`src/rtl/quick_add_pkg.sv`:
```
// Shared types and constants for the Quick Add score display path.
// Holds the converter state encoding, default widths and BCD correction constants.
package quick_add_pkg;

  // One-hot so Busy/Done decode from a single state flop each.
  typedef enum logic [2:0] {
    IDLE = 3'b001,
    CONV = 3'b010,
    DONE = 3'b100
  } state_t;

  localparam int SCORE_W        = 8;
  localparam int SCORE_DIGITS   = 3;
  localparam int BCD_ADJ_THRESH = 5;
  localparam int BCD_ADJ_OFFSET = 3;

  // True when d decimal digits can represent every w-bit unsigned value.
  function automatic bit digits_cover(input int w, input int d);
    longint pow10;
    longint max_bin;
    pow10 = 1;
    for (int i = 0; i < d; i++) pow10 = pow10 * 10;
    max_bin = (longint'(1) << w) - 1;
    return pow10 > max_bin;
  endfunction

endpackage

```
`src/rtl/bcd_add3.sv`:
```
// Double-dabble nibble correction: adds 3 to a BCD nibble that is 5 or more.
// The corrected value never exceeds 12, so 4 bits always suffice.
module bcd_add3
  import quick_add_pkg::*;
(
  input  logic [3:0] nibble,
  output logic [3:0] adjusted
);

  assign adjusted = (nibble >= 4'(BCD_ADJ_THRESH)) ? nibble + 4'(BCD_ADJ_OFFSET) : nibble;

endmodule

```
`src/rtl/bin2bcd_seq.sv`:
```
// Sequential double-dabble binary-to-BCD converter, one shift per clock, with start/done handshake.
// Leading-zero blank mask is built only when BIN2BCD_BLANK_EN is defined.
module bin2bcd_seq
  import quick_add_pkg::*;
#(
  parameter int W = SCORE_W,
  parameter int D = SCORE_DIGITS
) (
  input  logic             Clock,
  input  logic             Resetn,
  input  logic             Start,
  input  logic [W-1:0]     Bin,
  output logic             Busy,
  output logic             Done,
  output logic [4*D-1:0]   Digits,
  output logic [D-1:0]     Blank
);

  localparam int SR_W  = 4*D + W;
  localparam int CNT_W = $clog2(W + 1);

  generate
    if (!digits_cover(W, D)) begin : g_bad_digits
      $error("bin2bcd_seq: D=%0d digits cannot hold a %0d-bit value", D, W);
    end
  endgenerate

  state_t           state;
  logic [CNT_W-1:0] count;
  logic [SR_W-1:0]  shreg;
  logic [SR_W-1:0]  adj_reg;
  logic [SR_W-1:0]  shifted;
  logic             last_shift;

  // Correct every BCD nibble in parallel; the binary field passes through untouched.
  generate
    for (genvar i = 0; i < D; i++) begin : g_adj
      bcd_add3 u_add3 (
        .nibble   (shreg[W + 4*i +: 4]),
        .adjusted (adj_reg[W + 4*i +: 4])
      );
    end
  endgenerate

  assign adj_reg[W-1:0] = shreg[W-1:0];
  assign shifted        = adj_reg << 1;
  assign last_shift     = (count == CNT_W'(1));

  assign Busy = (state == CONV);
  assign Done = (state == DONE);

  always_ff @(posedge Clock or negedge Resetn) begin
    if (!Resetn) begin
      state  <= IDLE;
      count  <= '0;
      shreg  <= '0;
      Digits <= '0;
    end else begin
      case (state)
        IDLE, DONE: begin
          if (Start) begin
            shreg <= {{(4*D){1'b0}}, Bin};
            count <= CNT_W'(W);
            state <= CONV;
          end else begin
            state <= IDLE;
          end
        end
        CONV: begin
          shreg <= shifted;
          count <= count - CNT_W'(1);
          if (last_shift) begin
            Digits <= shifted[SR_W-1:W];
            state  <= DONE;
          end
        end
        default: state <= IDLE;
      endcase
    end
  end

`ifdef BIN2BCD_BLANK_EN
  localparam logic [D-1:0] BLANK_RST = {D{1'b1}} << 1;

  logic [D-1:0] blank_next;

  // A digit blanks only if it and everything above it are zero; digit 0 always shows.
  always_comb begin
    logic zero_above;
    blank_next = '0;
    zero_above = 1'b1;
    for (int i = D - 1; i >= 1; i--) begin
      zero_above    = zero_above & (shifted[W + 4*i +: 4] == 4'd0);
      blank_next[i] = zero_above;
    end
  end

  always_ff @(posedge Clock or negedge Resetn) begin
    if (!Resetn) begin
      Blank <= BLANK_RST;
    end else if (state == CONV && last_shift) begin
      Blank <= blank_next;
    end
  end
`else
  assign Blank = '0;
`endif

endmodule
```
`config.mk`:
```
export PLATFORM = sky130hd
export DESIGN_NAME = bin2bcd_seq
export DESIGN_NICKNAME = d
export VERILOG_FILES = /design/src/rtl/quick_add_pkg.sv /design/src/rtl/bcd_add3.sv /design/src/rtl/bin2bcd_seq.sv
export SDC_FILE = /design/constraint.sdc
export NUM_CORES = 1
export LEC_CHECK = 0
export ABC_AREA = 0
export CELL_PAD_IN_SITES_DETAIL_PLACEMENT = 1
export CELL_PAD_IN_SITES_GLOBAL_PLACEMENT = 1
export CORE_ASPECT_RATIO = 0.8
export CORE_MARGIN = 3
export CORE_UTILIZATION = 45
export CTS_CLUSTER_SIZE = 10
export DETAILED_ROUTE_END_ITERATION = 8
export HOLD_SLACK_MARGIN = 0.03
export PLACE_DENSITY_LB_ADDON = 0.1
export SYNTH_ARGS = -nofsm -noshare
export SYNTH_HDL_FRONTEND = slang
export SYNTH_HIERARCHICAL = 1
export SYNTH_SLANG_ARGS = --single-unit
```
`constraint.sdc`:
```
create_clock -name Clock -period 4.3 [get_ports Clock]
set_clock_uncertainty 0.1 [all_clocks]
set_input_delay 0.86 -clock Clock [delete_from_list [all_inputs] [get_ports Clock]]
set_output_delay 0.86 -clock Clock [all_outputs]
set_load 0.02 [all_outputs]
```
Word level (Yosys, flattened, before mapping)
Cells that the tools add are included.
{"block": "totals", "latch_bits": 0, "elab_cells": 31, "mem_bits_rw": 0, "memories": 0, "romBits": 0, "ff_bits": 39}
{"block": "classes", "n_lt_le_gt_ge": 3, "n_mux": 10, "n_shift": 0, "div_mod_pow": 0, "eq_ne": 6, "n_reduce_logical": 4, "multipliers": 0, "n_bitwise": 0, "addsub": 4}
{"operator": "case mux 20 bit (2 select lines)", "count": 1}
{"operator": "2-to-1 mux 20 bit", "count": 1}
{"operator": ">= comparator 4 x 3 -> 1 bit, second input constant", "count": 3}
{"operator": "2-to-1 mux 4 bit", "count": 3}
{"operator": "adder 4 x 2 -> 4 bit, second input constant", "count": 2}
{"operator": "case mux 4 bit (2 select lines)", "count": 1}
{"operator": "2-to-1 mux 3 bit", "count": 2}
{"operator": "case mux 3 bit (2 select lines)", "count": 1}
{"operator": "== test 4 x 1 -> 1 bit, second input constant", "count": 1}
{"operator": "AND reduction 2 bit", "count": 2}
{"operator": "subtractor 4 x 1 -> 4 bit, second input constant", "count": 1}
{"operator": "adder 3 x 2 -> 3 bit, second input constant", "count": 1}
{"operator": "== test 3 x 1 -> 1 bit, second input constant", "count": 1}
{"operator": "== test 3 x 2 -> 1 bit, second input constant", "count": 1}
{"operator": "== test 3 bit, second input constant", "count": 1}
{"operator": "2-to-1 mux 2 bit", "count": 1}
{"operator": "!= test 2 x 1 -> 1 bit, second input constant", "count": 1}
{"operator": "!= test 2 bit, second input constant", "count": 1}
{"operator": "nonzero test 2 bit", "count": 1}
{"operator": "OR reduction 2 bit", "count": 1}

Logic depth before layout (Yosys ltp)
Gate-level depths: netlist (run 1).
{"block": "depth", "depth_word": 4, "ltp_mapped": 7}

Hierarchy
Netlist (run 1), hierarchy kept.
{"mod": "bin2bcd_seq", "area_each_um2": 1757.9, "seq_area_each_um2": 977.2, "n_inst": 1, "cells_per_inst": 166}
{"mod": "bcd_add3", "area_each_um2": 101.3, "seq_area_each_um2": 0.0, "n_inst": 3, "cells_per_inst": 16}

Least setup slack after synthesis (run 1)
OpenSTA, ideal clock, no wires.
{"block": "synth_timing", "path_kind": "register to output", "startpoint": "register state[2]", "endpoint": "output Busy", "n_path_buf": 2, "stages_incl_launch_ff": 5, "setup_slack_ns": 2.141, "arrival_time_ns": 1.199, "cell_sequence": "dfrtp_1 -> or3b_1 -> buf_2 -> clkinv_4 -> buf_2"}
{"block": "synth_between", "elab_chain_len": 1}
{"item": "from (decl)", "line": "bin2bcd_seq.sv:28", "source": "state_t state;"}
{"item": "from (signal assigned)", "line": "bin2bcd_seq.sv:54", "source": "state <= IDLE;"}
{"item": "from (signal assigned)", "line": "bin2bcd_seq.sv:64", "source": "state <= CONV;"}
{"item": "from (signal assigned)", "line": "bin2bcd_seq.sv:66", "source": "state <= IDLE;"}
{"item": "== test 3 x 2 -> 1 bit", "line": "bin2bcd_seq.sv:49", "source": "assign Busy = (state == CONV);"}
{"item": "to (decl)", "line": "bin2bcd_seq.sv:13", "source": "output logic Busy,"}
Every way passes these cells.

Worst setup path in the final report (run 1)
{"block": "layout_timing", "startpoint": "register state[0]", "endpoint": "output Busy"}
Same word-level chain as after synthesis.

==> impl_metrics.env, run 1 <==
export IMPL_status="finished clean"
export IMPL_fmax_mhz=313
export IMPL_cp_arrival_ns=2.23
export IMPL_route_detailed_drc=0
export IMPL_reg2reg_setup_slack_ns=1.78
export IMPL_power_frac_comb_pct=34.1
export IMPL_hold_slack_ns=0.392
export IMPL_syn_area_sq_mm=0.00204
export IMPL_hp_class="reg -> reg"
export IMPL_fin_crit_sh_pct=74.2
export IMPL_globalplace_congestion=0.718
export IMPL_final_layout_size_suffix_gt1_share_pct=11.6
export IMPL_cts_hold_buf=0
export IMPL_ios=28
export IMPL_syn_to_final_growth_pct=17.3
export IMPL_critPathKind="reg -> out"
export IMPL_antenna_found_initial=0
export IMPL_antenna_cells=0
export IMPL_vias_per_cell=5.31
export IMPL_fp_dieH_um=66.3
export IMPL_hpwl_um=3130
export IMPL_post_synth_cell_area_avg_sq_um=9.72
export IMPL_grt_use_total_pct=18.6
export IMPL_h_tree_depth=2
export IMPL_finalCriticalPeriod_ns=3.19
export IMPL_routedWlPerCell_um=15.5
export IMPL_p_sw_mw=0.442
export IMPL_peakVddDrop_mv=0.304
export IMPL_hold_viol_final=0
export IMPL_wl_um=4480
export IMPL_p_seq_share_pct=43.0
export IMPL_power_internal_mw=0.761
export IMPL_start_util_pct=47.7
export IMPL_r2r_start="state[2]"
export IMPL_clk_pin_slew_worst_paths_ns=0.07
export IMPL_critPathLaunch="state[0]"
export IMPL_rsz0062_at_grt="no"
export IMPL_cap_violations=0
export IMPL_rows=21
export IMPL_grt_first_pass_wirelength_um=7620
export IMPL_p_per_area_mw_per_mm2=502
export IMPL_cts_sinks=39
export IMPL_drt_initial_drc_count=53
export IMPL_die_area_sq_mm=0.00539
export IMPL_core_region_area_sq_mm=0.00428
export IMPL_worstSkewPairLatency_ns=0.29
export IMPL_cts_setup_buffers=0
export IMPL_crit_path_end_kind="output pin"
export IMPL_p_leak_nw=1.10
export IMPL_setup_viol=0
export IMPL_cts_tree="built"
export IMPL_power_total_mw=1.20
export IMPL_p_clk_share_pct=22.9
export IMPL_slew_headroom_pct=40.4
export IMPL_ant_nets=0
export IMPL_dr_pass1_iters=4
export IMPL_yosys_warnings=6
export IMPL_grt_overflow=0
export IMPL_rr_worst_depth=5
export IMPL_portBuffers=24
export IMPL_cts_repair_resized=0
export IMPL_critPathCapture="Busy"
export IMPL_clock_path_buffers=2
export IMPL_die_x_um=81.3
export IMPL_instances_no_fill=290
export IMPL_timing_rr_end="Digits[2]"
export IMPL_p_sw_share_pct=36.7
export IMPL_crit_fanout=24
export IMPL_dp_cells=282
export IMPL_tns_ns=0
export IMPL_grt_start_max_net_pins=40
export IMPL_root_buffer="clkbuf_8"
export IMPL_worst_slew_pin_slew_ns=0.894
export IMPL_vias=1541
export IMPL_critPathLaunchType="register"
export IMPL_syn_inst=210
export IMPL_numCtsBuffers=5
export IMPL_fin_nets=251
export IMPL_hold_path_depth=2
export IMPL_cp_data_required_time_ns=3.34
export IMPL_slew_viol_final=0
export IMPL_grt_pass1_vias=1665
[worst min-delay path by stage]
stage               endpoint      from
finish              shreg[1]  shreg[0]
global route        shreg[1]  shreg[0]
CTS                 shreg[1]  shreg[0]
detailed placement  shreg[1]  shreg[0]
global placement    shreg[1]  shreg[0]
floorplan           shreg[1]  shreg[0]
[placed cells by master, fill, tap and decap left out]
master           count
mux2_4               9
nor2_1               6
o21ai_0             16
clkbuf_1             1
buf_2                1
nand2b_1             7
clkinv_4             1
clkdlybuf4s50_1     23
nand3_4              1
nand3_1             15
mux2i_1              3
and3_1               1
o22a_1               1
clkbuf_8             7
a21oi_1              4
xnor2_1              5
a211oi_1             1
nor2b_1              1
xor2_1               1
dfrtp_1             38
or3_1                1
buf_4                1
ha_1                 8
mux2_2               3
o211ai_1             7
dfstp_2              1
a21oi_2              3
o31ai_1              1
o22ai_1              1
nand3b_1             1
inv_1               11
conb_1               3
or3b_1               1
nand2_1             45
o21ai_1              2
nor3_1               2
[worst max-delay path, cell delays in order, from the launching register on]
cell,delay (ns)
dfstp_2,0.59
or3b_1,0.70
clkinv_4,0.09
clkdlybuf4s50_1,0.57
[registers in the layout (all words and copies together), names as in the netlist]
signal,cells
Digits,12
count,4
shreg,20
state,3
[per-stage QoR]
step           setup slack, ns  cell area, sq um  util [%]
2_1_floorplan             2.14              2050         -
3_3_place_gp              1.45              2300      53.6
3_5_place_dp              1.41              2300      53.6
4_1_cts                   1.08              2400      55.9
5_1_grt                  0.976              2400      55.9
6_report                  1.11              2400      55.9
[area by class of cell]
type | count | area (sq um)
Clock buffer | 8 | 100
Fill cell | 488 | 1890
Inverter | 12 | 50.0
Multi-Input combinational cell | 149 | 955
Sequential cell | 39 | 977
Tap cell | 57 | 71.3
Timing Repair Buffer | 25 | 243
[power groups by stage]
stage	Combinational (mW)	Clock [mW]	Sequential, mW
after detailed placement	0.415	0	0.523
after floorplan	0.290	0	0.519
after global routing	0.463	0.294	0.530
after global placement	0.392	0	0.514
after CTS	0.417	0.280	0.517
final	0.411	0.275	0.517
[per-layer routing]
| layer | global-route usage, % | wire [um] | vias to the layer above |
|---|---|---|---|
| li1 | - | - | 735 |
| met1 | 22.3 | 2090 | 777 |
| met2 | 32.6 | 2220 | 24 |
| met3 | 4.22 | 129 | 5 |
| met4 | 5.91 | 44 | 0 |
| met5 | 0 | 0 | - |
Power figures use the tool's default switching activity.
==> run 2, diff against run 1 <==
- CORE_UTILIZATION: 45 -> 42
- clock period: 4.3 -> 3 ns (I/O delays scaled with it)
==> run 2 against run 1 <==
  * Worst hold slack got worse by 0.060 ns
  * Critical endpoint unchanged
  * Wire length is 3.3% higher
  * Clock power rose by 24%
  * Critical path type unchanged
==> impl_metrics.env, run 2 (synthesis gave the netlist of run 1 again) <==
export IMPL_status="finished clean"
export IMPL_layout_setup_ws_ns=0.265
export IMPL_cts_repair_resized=0
export IMPL_cap_violations=0
export IMPL_clock_path_buffers=2
export IMPL_grt_pass1_vias=1746
export IMPL_critPathLaunch="state[2]"
export IMPL_worstSkewPairLatency_ns=0.28
export IMPL_p_sw_share_pct=37.3
export IMPL_cts_tree="built"
export IMPL_rr_worst_depth=4
export IMPL_fp_dieH_um=68.4
export IMPL_grt_first_pass_wirelength_um=7940
export IMPL_antenna_found_initial=0
export IMPL_cp_arrival_ns=2.04
export IMPL_die_area_sq_mm=0.00574
export IMPL_timing_rr_end="Digits[5]"
export IMPL_slew_headroom_pct=41.0
export IMPL_hp_class="in -> async"
export IMPL_antenna_cells=0
export IMPL_critPathCapture="Busy"
export IMPL_pre_cts_ws_ns=0.576
export IMPL_slew_viol_final=0
export IMPL_largest_reg_flops=20
export IMPL_grt_use_total_pct=17.6
export IMPL_worst_slew_pin_slew_ns=0.884
export IMPL_p_seq_share_pct=43.6
export IMPL_hold_viol_final=0
export IMPL_final_layout_size_suffix_gt1_share_pct=12.3
export IMPL_final_common_cell="nand2_1"
export IMPL_route_detailed_drc=0
export IMPL_peakVddDrop_mv=0.429
export IMPL_ios=28
export IMPL_vias=1537
export IMPL_dr_pass1_iters=4
export IMPL_crit_fanout=25
export IMPL_root_buffer="clkbuf_8"
export IMPL_final_cell_mix="45 x nand2_1, 38 x dfrtp_1, 23 x clkdlybuf4s50_1"
export IMPL_fin_crit_sh_pct=91.2
export IMPL_crit_path_end_kind="output pin"
export IMPL_fmax_mhz=366
export IMPL_vias_per_cell=5.19
export IMPL_routedWlPerCell_um=15.6
export IMPL_numCtsBuffers=5
export IMPL_cts_hold_buf=0
export IMPL_top_register="shreg"
export IMPL_finalCriticalPeriod_ns=2.74
export IMPL_rows=22
export IMPL_tns_ns=0
export IMPL_wl_um=4630
export IMPL_clk_pin_slew_worst_paths_ns=0.08
export IMPL_power_total_mw=1.69
export IMPL_reg2reg_setup_slack_ns=1.01
export IMPL_rsz0062_at_grt="no"
export IMPL_critPathLaunchType="register"
export IMPL_h_tree_depth=2
export IMPL_cts_sinks=39
export IMPL_hpwl_um=3210
export IMPL_instances_no_fill=296
export IMPL_power_frac_comb_pct=36.2
export IMPL_core_region_area_sq_mm=0.00462
export IMPL_start_util_pct=44.2
export IMPL_globalplace_congestion=0.774
export IMPL_syn_to_final_growth_pct=17.7
export IMPL_power_internal_mw=1.06
export IMPL_ant_nets=0
export IMPL_fin_nets=254
export IMPL_r2r_start="state[2]"
export IMPL_dp_cells=288
export IMPL_cp_data_required_time_ns=2.30
export IMPL_grt_start_max_net_pins=40
export IMPL_grt_overflow=0
export IMPL_portBuffers=24
export IMPL_critPathKind="reg -> out"
export IMPL_setup_viol=0
export IMPL_drt_initial_drc_count=78
export IMPL_largestRegisters="shreg x20, Digits x12, count x4"
export IMPL_cts_setup_buffers=0
export IMPL_p_sw_mw=0.629
export IMPL_p_clk_share_pct=20.2
export IMPL_p_leak_nw=1.10
export IMPL_p_per_area_mw_per_mm2=702
export IMPL_die_x_um=84.0
## run 2: worst max-delay path, stage by stage (launching register included)
cell,delay [ns]
dfrtp_1,0.45
or3b_1,0.44
clkinv_4,0.21
clkdlybuf4s50_1,0.65
## run 2: final cells by class
class                           count  area (sq um)
Multi-Input combinational cell    149           955
Timing Repair Buffer               28           265
Inverter                           12          50.0
Clock inverter                      1          5.00
Tap cell                           60          75.1
Clock buffer                        7          76.3
Sequential cell                    39           977
Fill cell                         532          2220
## run 2: per-stage QoR
step	utilization, %	hold WS (ns)	area [sq um]
2_1_floorplan	-	0.204	2050
3_3_place_gp	50.2	0.350	2320
4_1_cts	52.0	0.371	2400
6_report	52.0	0.332	2400
3_5_place_dp	50.2	0.370	2320
5_1_grt	52.0	0.405	2400
## run 2: worst min path at each step
stage	start	to	slack, ns	depth (start not counted)
2_1_floorplan	Resetn	Digits[0]	0.20	0
3_3_place_gp	shreg[0]	shreg[1]	0.35	2
3_5_place_dp	shreg[4]	shreg[5]	0.37	2
4_1_cts	Resetn	Digits[3]	0.37	1
5_1_grt	shreg[0]	shreg[1]	0.40	2
6_report	Resetn	shreg[11]	0.33	1
## run 2: routing by layer
layer,routed length [um],global-route usage (%),vias up
met5,0,0,-
met4,38,5.62,0
met3,121,3.25,4
met2,2330,33.5,25
met1,2140,20.5,763
li1,-,-,745
## run 2: power by group through the flow
stage | clock, mW | sequential, mW | combinational (mW)
global route | 0.379 | 0.754 | 0.694
floorplan | 0 | 0.744 | 0.415
detailed placement | 0 | 0.748 | 0.617
global placement | 0 | 0.736 | 0.585
CTS | 0.351 | 0.737 | 0.621
finish | 0.341 | 0.736 | 0.610
==> run 3, diff against run 2 <==
- PLACE_DENSITY: unset -> 0.82
- PLACE_DENSITY_LB_ADDON: 0.1 -> unset
==> run 3 against run 2 <==
  * Worst setup slack better by 0.014 ns
  * Total power grew 11%
  * Die area unchanged
  * Fmax is 0.53% higher
  * Critical path depth is the same
  * Utilization rose by 1.2 points
  * Global-route usage up 0.59 points
  * Register-to-register slack gained 0.04 ns
  * Worst hold slack worse by 0.027 ns
  * Sequential power up 0.5%
  * Sequential cell count did not move
==> impl_metrics.env, run 3 (synthesis gave the netlist of run 1 again) <==
export IMPL_wl_um=4640
export IMPL_fin_nets=254
export IMPL_p_sw_mw=0.650
export IMPL_slew_viol_final=0
export IMPL_worstSkewPairLatency_ns=0.30
export IMPL_cts_hold_buf=0
export IMPL_die_x_um=84.0
export IMPL_grt_first_pass_wirelength_um=8120
export IMPL_cap_violations=0
export IMPL_crit_path_end_kind="output pin"
export IMPL_ios=28
export IMPL_clk_pin_slew_worst_paths_ns=0.08
export IMPL_start_util_pct=44.2
export IMPL_cts_sinks=39
export IMPL_root_buffer="clkbuf_8"
export IMPL_antenna_cells=0
export IMPL_reg2reg_setup_slack_ns=1.05
export IMPL_fmax_mhz=368
export IMPL_crit_fanout=25
export IMPL_largestRegisters="shreg x20, Digits x12, count x4"
export IMPL_routedWlPerCell_um=15.7
export IMPL_numCtsBuffers=5
export IMPL_rows=22
export IMPL_grt_pass1_vias=1766
export IMPL_slew_headroom_pct=42.0
export IMPL_cts_tree="built"
export IMPL_utilization_pct=53.2
export IMPL_cp_arrival_ns=2.02
export IMPL_ant_nets=0
export IMPL_power_internal_mw=1.23
export IMPL_grt_start_max_net_pins=40
export IMPL_status="finished clean"
export IMPL_vias=1570
export IMPL_grt_overflow=0
export IMPL_power_total_mw=1.88
export IMPL_timing_rr_end="Digits[2]"
export IMPL_fp_dieH_um=68.4
export IMPL_p_leak_nw=1.13
export IMPL_final_layout_size_suffix_gt1_share_pct=13.1
export IMPL_largest_reg_flops=20
export IMPL_p_seq_share_pct=39.4
export IMPL_cts_setup_buffers=0
export IMPL_route_detailed_drc=0
export IMPL_critPathKind="reg -> out"
export IMPL_cpMaxStageDelayCell="clkdlybuf4s50_1"
export IMPL_setup_viol=0
export IMPL_final_cell_mix="45 x nand2_1, 38 x dfrtp_1, 23 x clkdlybuf4s50_1"
export IMPL_critPathLaunchType="register"
export IMPL_p_sw_share_pct=34.6
export IMPL_tns_ns=0
export IMPL_portBuffers=24
export IMPL_fin_crit_sh_pct=90.7
export IMPL_r2r_start="state[2]"
export IMPL_globalplace_congestion=0.765
export IMPL_critPathLaunch="state[2]"
export IMPL_grt_use_total_pct=18.2
export IMPL_power_frac_comb_pct=32.3
export IMPL_cts_repair_resized=0
export IMPL_top_register="shreg"
export IMPL_p_clk_share_pct=28.3
export IMPL_antenna_found_initial=0
export IMPL_final_cell_area_sq_mm=0.00246
export IMPL_worstPathBufferInverterCount=2
export IMPL_slowest_delay_ns=0.64
export IMPL_path_delay_family="buffers and inverters"
export IMPL_final_common_cell="nand2_1"
export IMPL_h_tree_depth=2
export IMPL_hpwl_um=3160
export IMPL_peakVddDrop_mv=0.431
export IMPL_drt_initial_drc_count=44
export IMPL_syn_to_final_growth_pct=20.4
export IMPL_path_cells="or3b_1 -> clkinv_4 -> clkdlybuf4s50_1"
export IMPL_vias_per_cell=5.30
export IMPL_place_area_sq_mm=0.00232
export IMPL_p_per_area_mw_per_mm2=763
export IMPL_rsz0062_at_grt="no"
export IMPL_die_area_sq_mm=0.00574
export IMPL_clock_path_buffers=2
export IMPL_dr_pass1_iters=4
export IMPL_worst_slew_pin_slew_ns=0.871
export IMPL_hold_viol_final=0
export IMPL_rr_worst_depth=4
export IMPL_core_region_area_sq_mm=0.00462
export IMPL_cp_data_required_time_ns=2.30
export IMPL_finalCriticalPeriod_ns=2.72
export IMPL_hp_class="in -> async"
==> run 3: how the worst max path moves through the flow <==
stage	end	slack (ns)	cells past startpoint
2_1_floorplan	Busy	1.10	4
3_3_place_gp	Busy	0.62	3
3_5_place_dp	Busy	0.59	3
4_1_cts	Busy	0.26	3
5_1_grt	Busy	0.17	3
6_report	Busy	0.28	3
==> run 3: power by group through the flow <==
stage	registers (mW)	logic, mW	clock network, mW
5_1_grt	0.760	0.686	0.556
4_1_cts	0.741	0.618	0.543
3_5_place_dp	0.750	0.613	0
3_3_place_gp	0.742	0.592	0
6_report	0.740	0.606	0.530
2_1_floorplan	0.744	0.415	0
==> run 3: stage by stage <==
step | std cells | setup slack [ns] | hold WS, ns
detailed placement | 288 | 0.594 | 0.361
CTS | 296 | 0.261 | 0.333
finish | 296 | 0.279 | 0.305
global route | 296 | 0.173 | 0.387
global placement | 288 | 0.616 | 0.352
floorplan | 212 | 1.10 | 0.204
==> run 3: cell type report <==
class	count	area, sq um
Multi-Input combinational cell	149	955
Clock inverter	3	67.6
Fill cell	537	2170
Inverter	12	50.0
Clock buffer	5	68.8
Tap cell	60	75.1
Sequential cell	39	977
Timing Repair Buffer	28	265
==> run 3: worst register-to-register path, cell delays in order, from the launching register on <==
cell      delay [ns]
dfrtp_1         0.45
or3b_1          0.44
clkinv_4        0.19
nand3_4         0.28
mux2_4          0.38
==> run 3: metal layers <==
layer	vias to the layer above	global-route usage, %	wire length [um]
met1	787	21.8	2110
li1	746	-	-
met3	8	3.61	168
met5	-	0	0
met2	29	33.4	2300
met4	0	6.22	62
